[config.mk]
export PLATFORM = sky130hd
export DESIGN_NAME = proc_cache_ctrl
export DESIGN_NICKNAME = d
export VERILOG_FILES = /design/src/rtl/proc_cache_ctrl.sv
export SDC_FILE = /design/constraint.sdc
export NUM_CORES = 1
export LEC_CHECK = 0
export ABC_AREA = 0
export BUFFER_PORTS_ARGS = -buffer_cell sky130_fd_sc_hd__buf_4
export CORE_ASPECT_RATIO = 0.7
export CORE_MARGIN = 1
export CORE_UTILIZATION = 34
export CTS_CLUSTER_DIAMETER = 60
export DETAILED_ROUTE_END_ITERATION = 8
export GPL_TIMING_DRIVEN = 0
export SYNTH_ARGS = -nofsm -noshare
export SYNTH_HDL_FRONTEND = slang
export SYNTH_SLANG_ARGS = --single-unit
[constraint.sdc]
create_clock -name clk -period 2.24 [get_ports clk]
set_input_delay 0.448 -clock clk [delete_from_list [all_inputs] [get_ports clk]]
set_output_delay 0.448 -clock clk [all_outputs]
set_load 0.02 [all_outputs]
[src/rtl/proc_cache_ctrl.sv]
// Direct-mapped cache tag controller.
// Accepts one processor read or write at a time and looks up its tag.
// On a miss it fetches the block over the bus and writes the new tag into the tag array.
// Optional feature macro: CACHE_STATS_EN adds saturating hit/miss counters (hit_cnt, miss_cnt).
module proc_cache_ctrl #(
    parameter int ADDR_WID   = 32,
    parameter int TAG_MSB    = 31,
    parameter int TAG_LSB    = 20,
    parameter int INDEX_MSB  = 19,
    parameter int INDEX_LSB  = 2,
    parameter int OFFSET_MSB = 1,
    parameter int OFFSET_LSB = 0
) (
    input  logic                         clk,
    input  logic                         rst_n,
    input  logic                         cmd_rd,
    input  logic                         cmd_wr,
    input  logic [ADDR_WID-1:0]          address,
    output logic                         proc_stall,
    output logic                         proc_done,
    output logic                         hit,
    output logic                         cmd_err,
    output logic                         tag_arr_en,
    output logic                         tag_arr_we,
    output logic [INDEX_MSB-INDEX_LSB:0] tag_arr_index,
    output logic [TAG_MSB-TAG_LSB:0]     tag_arr_wtag,
    input  logic [TAG_MSB-TAG_LSB:0]     tag_arr_rtag,
    input  logic                         tag_arr_rvalid,
    output logic                         bus_req,
    output logic [ADDR_WID-1:0]          bus_addr,
    input  logic                         bus_gnt,
    input  logic                         bus_done
`ifdef CACHE_STATS_EN
    ,
    output logic [15:0]                  hit_cnt,
    output logic [15:0]                  miss_cnt
`endif
);

    localparam int TAG_W = TAG_MSB - TAG_LSB + 1;
    localparam int IDX_W = INDEX_MSB - INDEX_LSB + 1;

    localparam logic [2:0] IDLE     = 3'd0;
    localparam logic [2:0] LOOKUP   = 3'd1;
    localparam logic [2:0] BUS_REQ  = 3'd2;
    localparam logic [2:0] BUS_WAIT = 3'd3;
    localparam logic [2:0] FILL     = 3'd4;
    localparam logic [2:0] DONE     = 3'd5;

    logic [2:0]          state_q;
    logic [ADDR_WID-1:0] addr_q;
    logic [ADDR_WID-1:0] blk_addr;
    logic [ADDR_WID-1:0] bus_addr_q;
    logic [IDX_W-1:0]    index_q;
    logic [TAG_W-1:0]    wtag_q;
    logic                hit_q;
    logic                accept;
    logic                lookup_hit;

    // Exactly one command while idle starts a transaction; reset blocks acceptance so outputs stay zero.
    assign accept     = rst_n && (state_q == IDLE) && (cmd_rd ^ cmd_wr);
    assign lookup_hit = tag_arr_rvalid && (tag_arr_rtag == addr_q[TAG_MSB:TAG_LSB]);

    assign proc_stall    = (state_q != IDLE);
    assign proc_done     = (state_q == DONE);
    assign hit           = (state_q == DONE) && hit_q;
    assign cmd_err       = rst_n && (state_q == IDLE) && cmd_rd && cmd_wr;
    assign tag_arr_en    = accept;
    assign tag_arr_we    = (state_q == FILL);
    assign tag_arr_index = accept ? address[INDEX_MSB:INDEX_LSB] : index_q;
    assign tag_arr_wtag  = wtag_q;
    assign bus_req       = (state_q == BUS_REQ);
    assign bus_addr      = bus_addr_q;

    // Block-aligned form of the latched address, used for the refill request.
    always_comb begin
        blk_addr = addr_q;
        blk_addr[OFFSET_MSB:OFFSET_LSB] = '0;
    end

    // Transaction sequencer: lookup, optional bus refill and tag write, then a one-cycle completion.
    always_ff @(posedge clk or negedge rst_n) begin
        if (!rst_n) begin
            state_q    <= IDLE;
            addr_q     <= '0;
            bus_addr_q <= '0;
            index_q    <= '0;
            wtag_q     <= '0;
            hit_q      <= 1'b0;
        end else begin
            case (state_q)
                IDLE: begin
                    if (accept) begin
                        addr_q  <= address;
                        index_q <= address[INDEX_MSB:INDEX_LSB];
                        hit_q   <= 1'b0;
                        state_q <= LOOKUP;
                    end
                end
                LOOKUP: begin
                    hit_q <= lookup_hit;
                    if (lookup_hit) begin
                        state_q <= DONE;
                    end else begin
                        bus_addr_q <= blk_addr;
                        state_q    <= BUS_REQ;
                    end
                end
                BUS_REQ: begin
                    if (bus_gnt) begin
                        state_q <= BUS_WAIT;
                    end
                end
                BUS_WAIT: begin
                    if (bus_done) begin
                        index_q <= addr_q[INDEX_MSB:INDEX_LSB];
                        wtag_q  <= addr_q[TAG_MSB:TAG_LSB];
                        state_q <= FILL;
                    end
                end
                FILL: begin
                    state_q <= DONE;
                end
                DONE: begin
                    state_q <= IDLE;
                end
                default: begin
                    state_q <= IDLE;
                end
            endcase
        end
    end

`ifdef CACHE_STATS_EN
    // Count lookup outcomes, saturating so the counters never wrap back to zero.
    always_ff @(posedge clk or negedge rst_n) begin
        if (!rst_n) begin
            hit_cnt  <= '0;
            miss_cnt <= '0;
        end else if (state_q == LOOKUP) begin
            if (lookup_hit) begin
                if (hit_cnt != 16'hFFFF) begin
                    hit_cnt <= hit_cnt + 16'd1;
                end
            end else begin
                if (miss_cnt != 16'hFFFF) begin
                    miss_cnt <= miss_cnt + 16'd1;
                end
            end
        end
    end
`endif

endmodule

Word level (Yosys, flattened, before mapping)

Cells that the tools add are included.

Bits of input ports: 51
ROM bits: 0
Memories kept: 0
Output and inout bits: 69
RAM bits: 0
Latch bits: 0
Register bits after elaboration: 96

Order comparisons: 0
Equality and inequality tests: 9
Multiply operators: 0
Add/subtract/negate cells: 0
Reductions and logical operators: 16
Muxes and demuxes: 10
Bitwise logic cells: 2
Divide/modulo/power cells: 0
Shifts and indexed selects: 0

Operators with widths:

| cell                                                                  | number |
|---|---|
| 18-bit two-way mux                                                    | 2 |
| 18-bit case mux with 2 select lines                                   | 1 |
| 3-bit case mux with 5 select lines                                    | 1 |
| 12-bit equality test                                                  | 1 |
| 3-bit two-way mux                                                     | 4 |
| 2-bit AND reduction                                                   | 5 |
| 3-bit by 2-bit equality test with 1-bit output, second input constant | 2 |
| 3-bit equality test, second input constant                            | 2 |
| 1-bit logical AND                                                     | 6 |
| 2-bit != test, second input constant                                  | 2 |
| 2-bit nonzero test                                                    | 2 |
| 3-bit by 1-bit equality test with 1-bit output, second input constant | 1 |
| 3-bit zero test                                                       | 1 |
| 3-bit AND reduction                                                   | 1 |
| 3-bit nonzero test                                                    | 1 |
| 2-bit by 1-bit != test with 1-bit output, second input constant       | 1 |
| 1-bit case mux with 2 select lines                                    | 1 |
| 1-bit two-way mux                                                     | 1 |
| 1-bit NOT                                                             | 1 |
| 1-bit bitwise XOR                                                     | 1 |

Logic depth before layout (Yosys ltp)

Gate-level depths: netlist of the first run.

Depth in word-level cells: 5
Depth in mapped cells: 7

Worst setup path before layout of the first run

No wires, ideal clock.

Path type: input to output
From: input cmd_wr
To: output tag_arr_index[0]
Stages: 6
Arrival: 1.517 ns
Buffers on the path: 2
Setup slack: 0.275 ns
Required time: 1.792 ns
Cell sequence: xor2_1 -> nand3_1 -> buf_2 -> buf_1 -> nand2_1 -> nand2_1

Cells in the longest elaborated chain, start to end: 3

RTL lines:

| item               | line | text |
|---|---|---|
| from (decl)        | 17   | `input logic cmd_wr,` |
| 1-bit bitwise XOR  | 61   | `assign accept = rst_n && (state_q == IDLE) && (cmd_rd ^ cmd_wr);` |
| 1-bit logical AND  | 61   |  |
| 18-bit two-way mux | 70   | `assign tag_arr_index = accept ? address[INDEX_MSB:INDEX_LSB] : index_q;` |
| to (decl)          | 25   | `output logic [INDEX_MSB-INDEX_LSB:0] tag_arr_index,` |

No other way between the ends.

Worst setup path after layout of the first run

From: register state_q[2]
To: output tag_arr_index[2]

Cells in the longest elaborated chain, start to end: 4

RTL lines:

| item                            | line | text |
|---|---|---|
| from (decl)                     | 50   | `logic [2:0] state_q;` |
| from (signal assigned)          | 84   | `state_q <= IDLE;` |
| from (signal assigned)          | 97   | `state_q <= LOOKUP;` |
| from (signal assigned)          | 103  | `state_q <= DONE;` |
| 3-bit zero test                 | 61   |  |
| 1-bit logical AND (2 in series) | 61   |  |
| 18-bit two-way mux              | 70   |  |

No other way between the ends.

==> results.yml, run 1 <==
final_layout:
  syn_to_final_growth_pct: 44.1
  final_cell_mix: "buf_4, nand2_1, dfrtp_1, mux2_4, buf_6"
  n_antenna_cell: 0
  final_core_util: 0.508
  nNetsFinal: 582
  drive_gt1_frac: 0.451
  n_fill_cell: 1082
  final_common_cell: "buf_4"
  stdcell_count: 693
clock_tree:
  cts-htree-levels: 3
  clkTransAtPathRegs_ps: 70
  numCtsBuffers: 9
  insertion_delay_ps: 350
  cts-root-buf: "clkbuf_16"
  clk_path_buf_depth: 2
  cts_sinks: 94
  cts_hold_buf: 0
  cts_tree: "built"
logic_synthesis:
  synth_edf_count: 0
  syn_area_mm2: 0.00418
  ys_ff_latch: 94
  syn_avg_cell_area_um2: 10.7
  syn_inst: 390
  synth.top_cell.area_share: 0.563
  async_flop_share: 1.00
  ys.flop_type: "dfrtp_1"
  synth_cell_types: 35
  synthTopCellsByArea: "dfrtp_1, nand2_1, mux2_4, mux2_2, o22ai_1"
  synth_area_leader_cell: "dfrtp_1"
  synth_seq_area_share: 0.563
  synth-warning-count: 0
power:
  totalPowerFinal_uw: 9380
  vdd_ir_drop_max_mv: 0.569
  cellLeakagePower_uw: 0.00303
  power.density_mw_per_mm2: 1560
die:
  core_mm2: 0.0119
  fp.dieArea_mm2: 0.0127
  initial_core_util: 0.353
  dieHeight_um: 94.8
  ios: 120
  rows: 33
  die_w_um: 135
placement:
  portBuffers: 115
  placed_cells: 663
  gp_congestion: 0.799
  place_ws_ps: -1130
  hpwl_mm: 7.85
route:
  drc_errors: 0
  drtIter0Drc: 147
  num_vias: 3291
  first_pass_iters: 4
  vias_per_cell: 4.75
  post_drt_wl_per_cell_um: 16.7
  wl_mm: 11.6
  antenna_left: 0
global_routing:
  grt_pass1_wl_mm: 17.5
  grt_pass1_vias: 3274
  grt_antenna_before_repair: 0
  gr-total-overflow: 0
  grt_usage: 0.183
  grt_max_degree: 97
setup_path:
  cp.arrival_ps: 1760
  rr_worst_depth: 7
  cp_max_fo: 6
  cp-end-kind: "primary output"
  cp.required_ps: 1790
  start_kind: "flop"
  critPathKind: "flop to primary output"
outcome:
  status: "complete, no violations"
sta:
  maxSlewViolCount: 0
  tightest_slew_ps: 591
  period_share: 0.988
  hold_violations: 0
  max_freq_mhz: 452
  setup_viol: 0
  fin_ws_ps: 27.5
  final.setup_skew_ps: 8.53
  whs_ps: 11.2
  rsz0062_at_grt: "true"
  finalCriticalPeriod_ps: 2210
  relSlewSlack: 0.606
min_path:
  hp-class: "input port to async pin"
job:
  max-cap-violations: 0
==> stage by stage <==
step | TNS (ps) | cell area (um2)
after floorplan | 0 | 4180
after global placement | -44010 | 5240
after detailed placement | -47070 | 5240
after CTS | 0 | 5640
after global routing | -297 | 6020
final | 0 | 6020
==> cells by family after synthesis <==
family                    share of synthesized area
and+or+nand+nor                               0.174
DFF                                           0.563
AOI/OAI and AO/OA                            0.0638
muxes                                         0.139
buffers and inverters                        0.0326
xor gates and xnor gates                     0.0272
other                                      0.000897
==> power by group <==
| group | internal (uW) | switching [uW] |
|---|---|---|
| Combinational | 2270 | 2330 |
| Sequential | 2490 | 638 |
| Clock | 977 | 671 |
==> cell usage after synthesis (2+ instances only) <==
cell type  count
a21oi_1       18
buf_6          4
inv_1          4
xor2_1         5
nor2b_1        3
nand2_1      133
o22ai_1       18
and2_1         2
nand3_1        4
dfrtp_1       94
mux2_4        29
buf_2          7
xnor2_1        8
mux2_2        12
clkbuf_1       4
buf_4          2
buf_1          3
nor2_1        21
nand4_1        3
==> area by class of cell <==
cell class | count | area [um2] | share of cell area
plain buffers | 19 | 176 | 0.0293
inverters | 4 | 20.0 | 0.00332
repair buffers | 130 | 1120 | 0.185
well taps | 157 | 196 | 0.0326
multi-input cells | 273 | 1840 | 0.306
flip-flops and latches | 94 | 2360 | 0.391
clock buffers | 10 | 229 | 0.0380
clock inverters | 6 | 86.3 | 0.0143
==> registers in the layout, summed over array words and instances (netlist names) <==
name and count:
addr_q 30, bus_addr 30, index_q 18, tag_arr_wtag 12, state_q 3, hit_q 1
==> worst max-delay path, cell delays in order, from the launching register on <==
cell and delay, ps:
dfrtp_2 440, nor3_4 240, nand3_4 130, buf_8 190
buf_8 140, nand2_1 80, nand2_2 70, buf_6 130
==> final timing paths <==
| check | startpoint | to | slack [ps] |
|---|---|---|---|
| worst max-delay path | state_q[2] | tag_arr_index[2] | 30 |
| worst min-delay path | rst_n | addr_q[25] | 10 |
| worst max register to register | state_q[2] | index_q[10] | 290 |
| worst min register to register | addr_q[13] | addr_q[13] | 510 |
| max in group asynchronous | rst_n | state_q[1] | 1780 |
| min in group clk | address[28] | addr_q[28] | 290 |
==> metal layers <==
| metal | vias to the layer above | track usage | part of all wire |
|---|---|---|---|
| met1 | 1620 | 0.259 | 0.49 |
| met3 | 9 | 0.0386 | 0.040 |
| met4 | 0 | 0.0534 | 0.0098 |
| met5 | - | 0 | 0 |
| met2 | 84 | 0.283 | 0.46 |
| li1 | 1578 | - | - |
==> repair_timing <==
item                                    4_1_cts  5_1_grt
endpoints found under the setup margin       69       19
pin swaps                                     0       16
buffers inserted                              4        8
gates cloned                                  0        3
gates resized for setup                      18       73
No activity file was read; power rests on OpenSTA's default activity.
==> run 2, diff against run 1 <==
CORE_MARGIN = default   (was 1)
PLACE_DENSITY = 0.61   (was default)
==> results.yml, run 2 (same netlist as run 1, synthesis figures left out) <==
outcome:
  status: "complete, no violations"
final_layout:
  nNetsFinal: 574
  n_antenna_cell: 0
  syn_to_final_growth_pct: 37.6
  drive_gt1_frac: 0.413
  stdcell_count: 685
  final_cell_mix: "nand2_1, buf_4, dfrtp_1, mux2_4, buf_6"
  final_common_cell: "nand2_1"
sta:
  whs_ps: 50.6
  rsz0062_at_grt: "true"
  finalCriticalPeriod_ps: 2210
  period_share: 0.988
  tightest_slew_ps: 569
  maxSlewViolCount: 0
  relSlewSlack: 0.621
  max_freq_mhz: 452
  setup_viol: 0
  hold_violations: 0
  final.setup_skew_ps: 4.86
route:
  post_drt_wl_per_cell_um: 16.1
  wl_mm: 11.0
  vias_per_cell: 4.71
  drc_errors: 0
  first_pass_iters: 4
  antenna_left: 0
  drtIter0Drc: 143
  num_vias: 3226
clock_tree:
  cts-htree-levels: 3
  numCtsBuffers: 9
  insertion_delay_ps: 340
  clk_path_buf_depth: 2
  clkTransAtPathRegs_ps: 60
  cts_tree: "built"
  cts_sinks: 94
  cts-root-buf: "clkbuf_16"
placement:
  portBuffers: 115
  hpwl_mm: 7.72
  placed_cells: 663
  gp_congestion: 0.774
global_routing:
  grt_pass1_wl_mm: 17.4
  gr-total-overflow: 0
  grt_pass1_vias: 3237
  grt_max_degree: 97
  grt_usage: 0.183
  grt_antenna_before_repair: 0
setup_path:
  reg2reg_slack_ps: 220
  start_kind: "flop"
  r2r_end: "index_q[8]"
  regToRegStartpoint: "state_q[1]"
  crit_path_cell_trace: "nor3_4 -> nand3_4 -> buf_6 -> buf_8 -> nand2_1 -> nand2_1 -> buf_6"
  cpPeakStageDelay_ps: 430
  cp-end-kind: "primary output"
  crit_buf_inv: 3
  path_delay_family: "simple AND/OR/NAND/NOR gates"
  rr_worst_depth: 6
  cp.required_ps: 1790
  cp_max_fo: 10
  crit_slowest_cell: "dfrtp_2"
  critPathKind: "flop to primary output"
  cp.arrival_ps: 1770
die:
  rows: 33
  die_w_um: 135
  core_mm2: 0.0119
  fp.dieArea_mm2: 0.0127
  dieHeight_um: 94.8
  initial_core_util: 0.353
  ios: 120
min_path:
  hp-class: "input port to async pin"
power:
  power.density_mw_per_mm2: 1540
  cellLeakagePower_uw: 0.00293
  p_seq_frac: 0.346
  totalPowerFinal_uw: 8850
  vdd_ir_drop_max_mv: 0.576
  comb_power_share: 0.495
  switching_share: 0.394
  p_int_uw: 5370
  p_sw_uw: 3480
  p_clk_frac: 0.158
job:
  max-cap-violations: 0
run 2: changes by cell type in the layout (fill, tap and decap cells not counted), moves of 2 or more:
| cell | before | now |
|---|---|---|
| buf_4 | 110 | 105 |
| bufinv_16 | 2 | 0 |
| clkbuf_16 | 12 | 9 |
| clkinv_2 | 2 | 5 |
| nand2_1 | 102 | 118 |
| nand2_2 | 21 | 15 |
| nand2_4 | 10 | 0 |
run 2: final cells by class:
| class | count | area (um2) |
|---|---|---|
| buffer | 19 | 168 |
| inverter | 4 | 17.5 |
| clock buffer | 9 | 225 |
| fill | 1079 | 6100 |
| multi-input combinational | 273 | 1750 |
| clock inverter | 7 | 41.3 |
| sequential | 94 | 2350 |
| tap | 157 | 196 |
| timing repair buffer | 122 | 996 |
run 2: stage by stage:
step / area [um2] / TNS, ps / util / worst slack (ps)
after floorplan: 4180 / 0 / - / 275
after global placement: 5240 / -45100 / 0.443 / -1140
after detailed placement: 5240 / -49650 / 0.443 / -1220
after CTS: 5630 / 0 / 0.475 / 1.78
after global routing: 5750 / -1010 / 0.485 / -72.5
final: 5750 / 0 / 0.485 / 26.4
run 2: how the worst max path moves through the flow:
stage / from / to / cells past startpoint
2_1_floorplan: cmd_wr / tag_arr_index[0] / 6
3_3_place_gp: rst_n / tag_arr_index[2] / 7
3_5_place_dp: rst_n / tag_arr_index[0] / 7
4_1_cts: state_q[2] / tag_arr_index[15] / 7
5_1_grt: state_q[0] / tag_arr_index[14] / 7
6_report: state_q[0] / tag_arr_index[3] / 7
run 2: timing repair:
action,4_1_cts,5_1_grt
resized for setup,26,34
hold buffers,0,0
gates cloned,0,0
endpoints found under the setup margin,69,19
pin swaps,2,3
setup buffers,6,1
run 2: power groups by stage:
stage	clock network (uW)	registers (uW)	logic, uW
finish	1400	3070	4380
global route	1520	3180	4730
CTS	1440	3060	4220
detailed placement	0	3080	4070
global placement	0	3050	4000
floorplan	0	3360	2210
run 2: routing by layer:
| layer | routed length [um] | track usage | vias to the layer above |
|---|---|---|---|
| met2 | 5000 | 0.280 | 71 |
| met4 | 108 | 0.0590 | 0 |
| met1 | 5450 | 0.258 | 1574 |
| li1 | - | - | 1573 |
| met5 | 0 | 0 | - |
| met3 | 471 | 0.0376 | 8 |
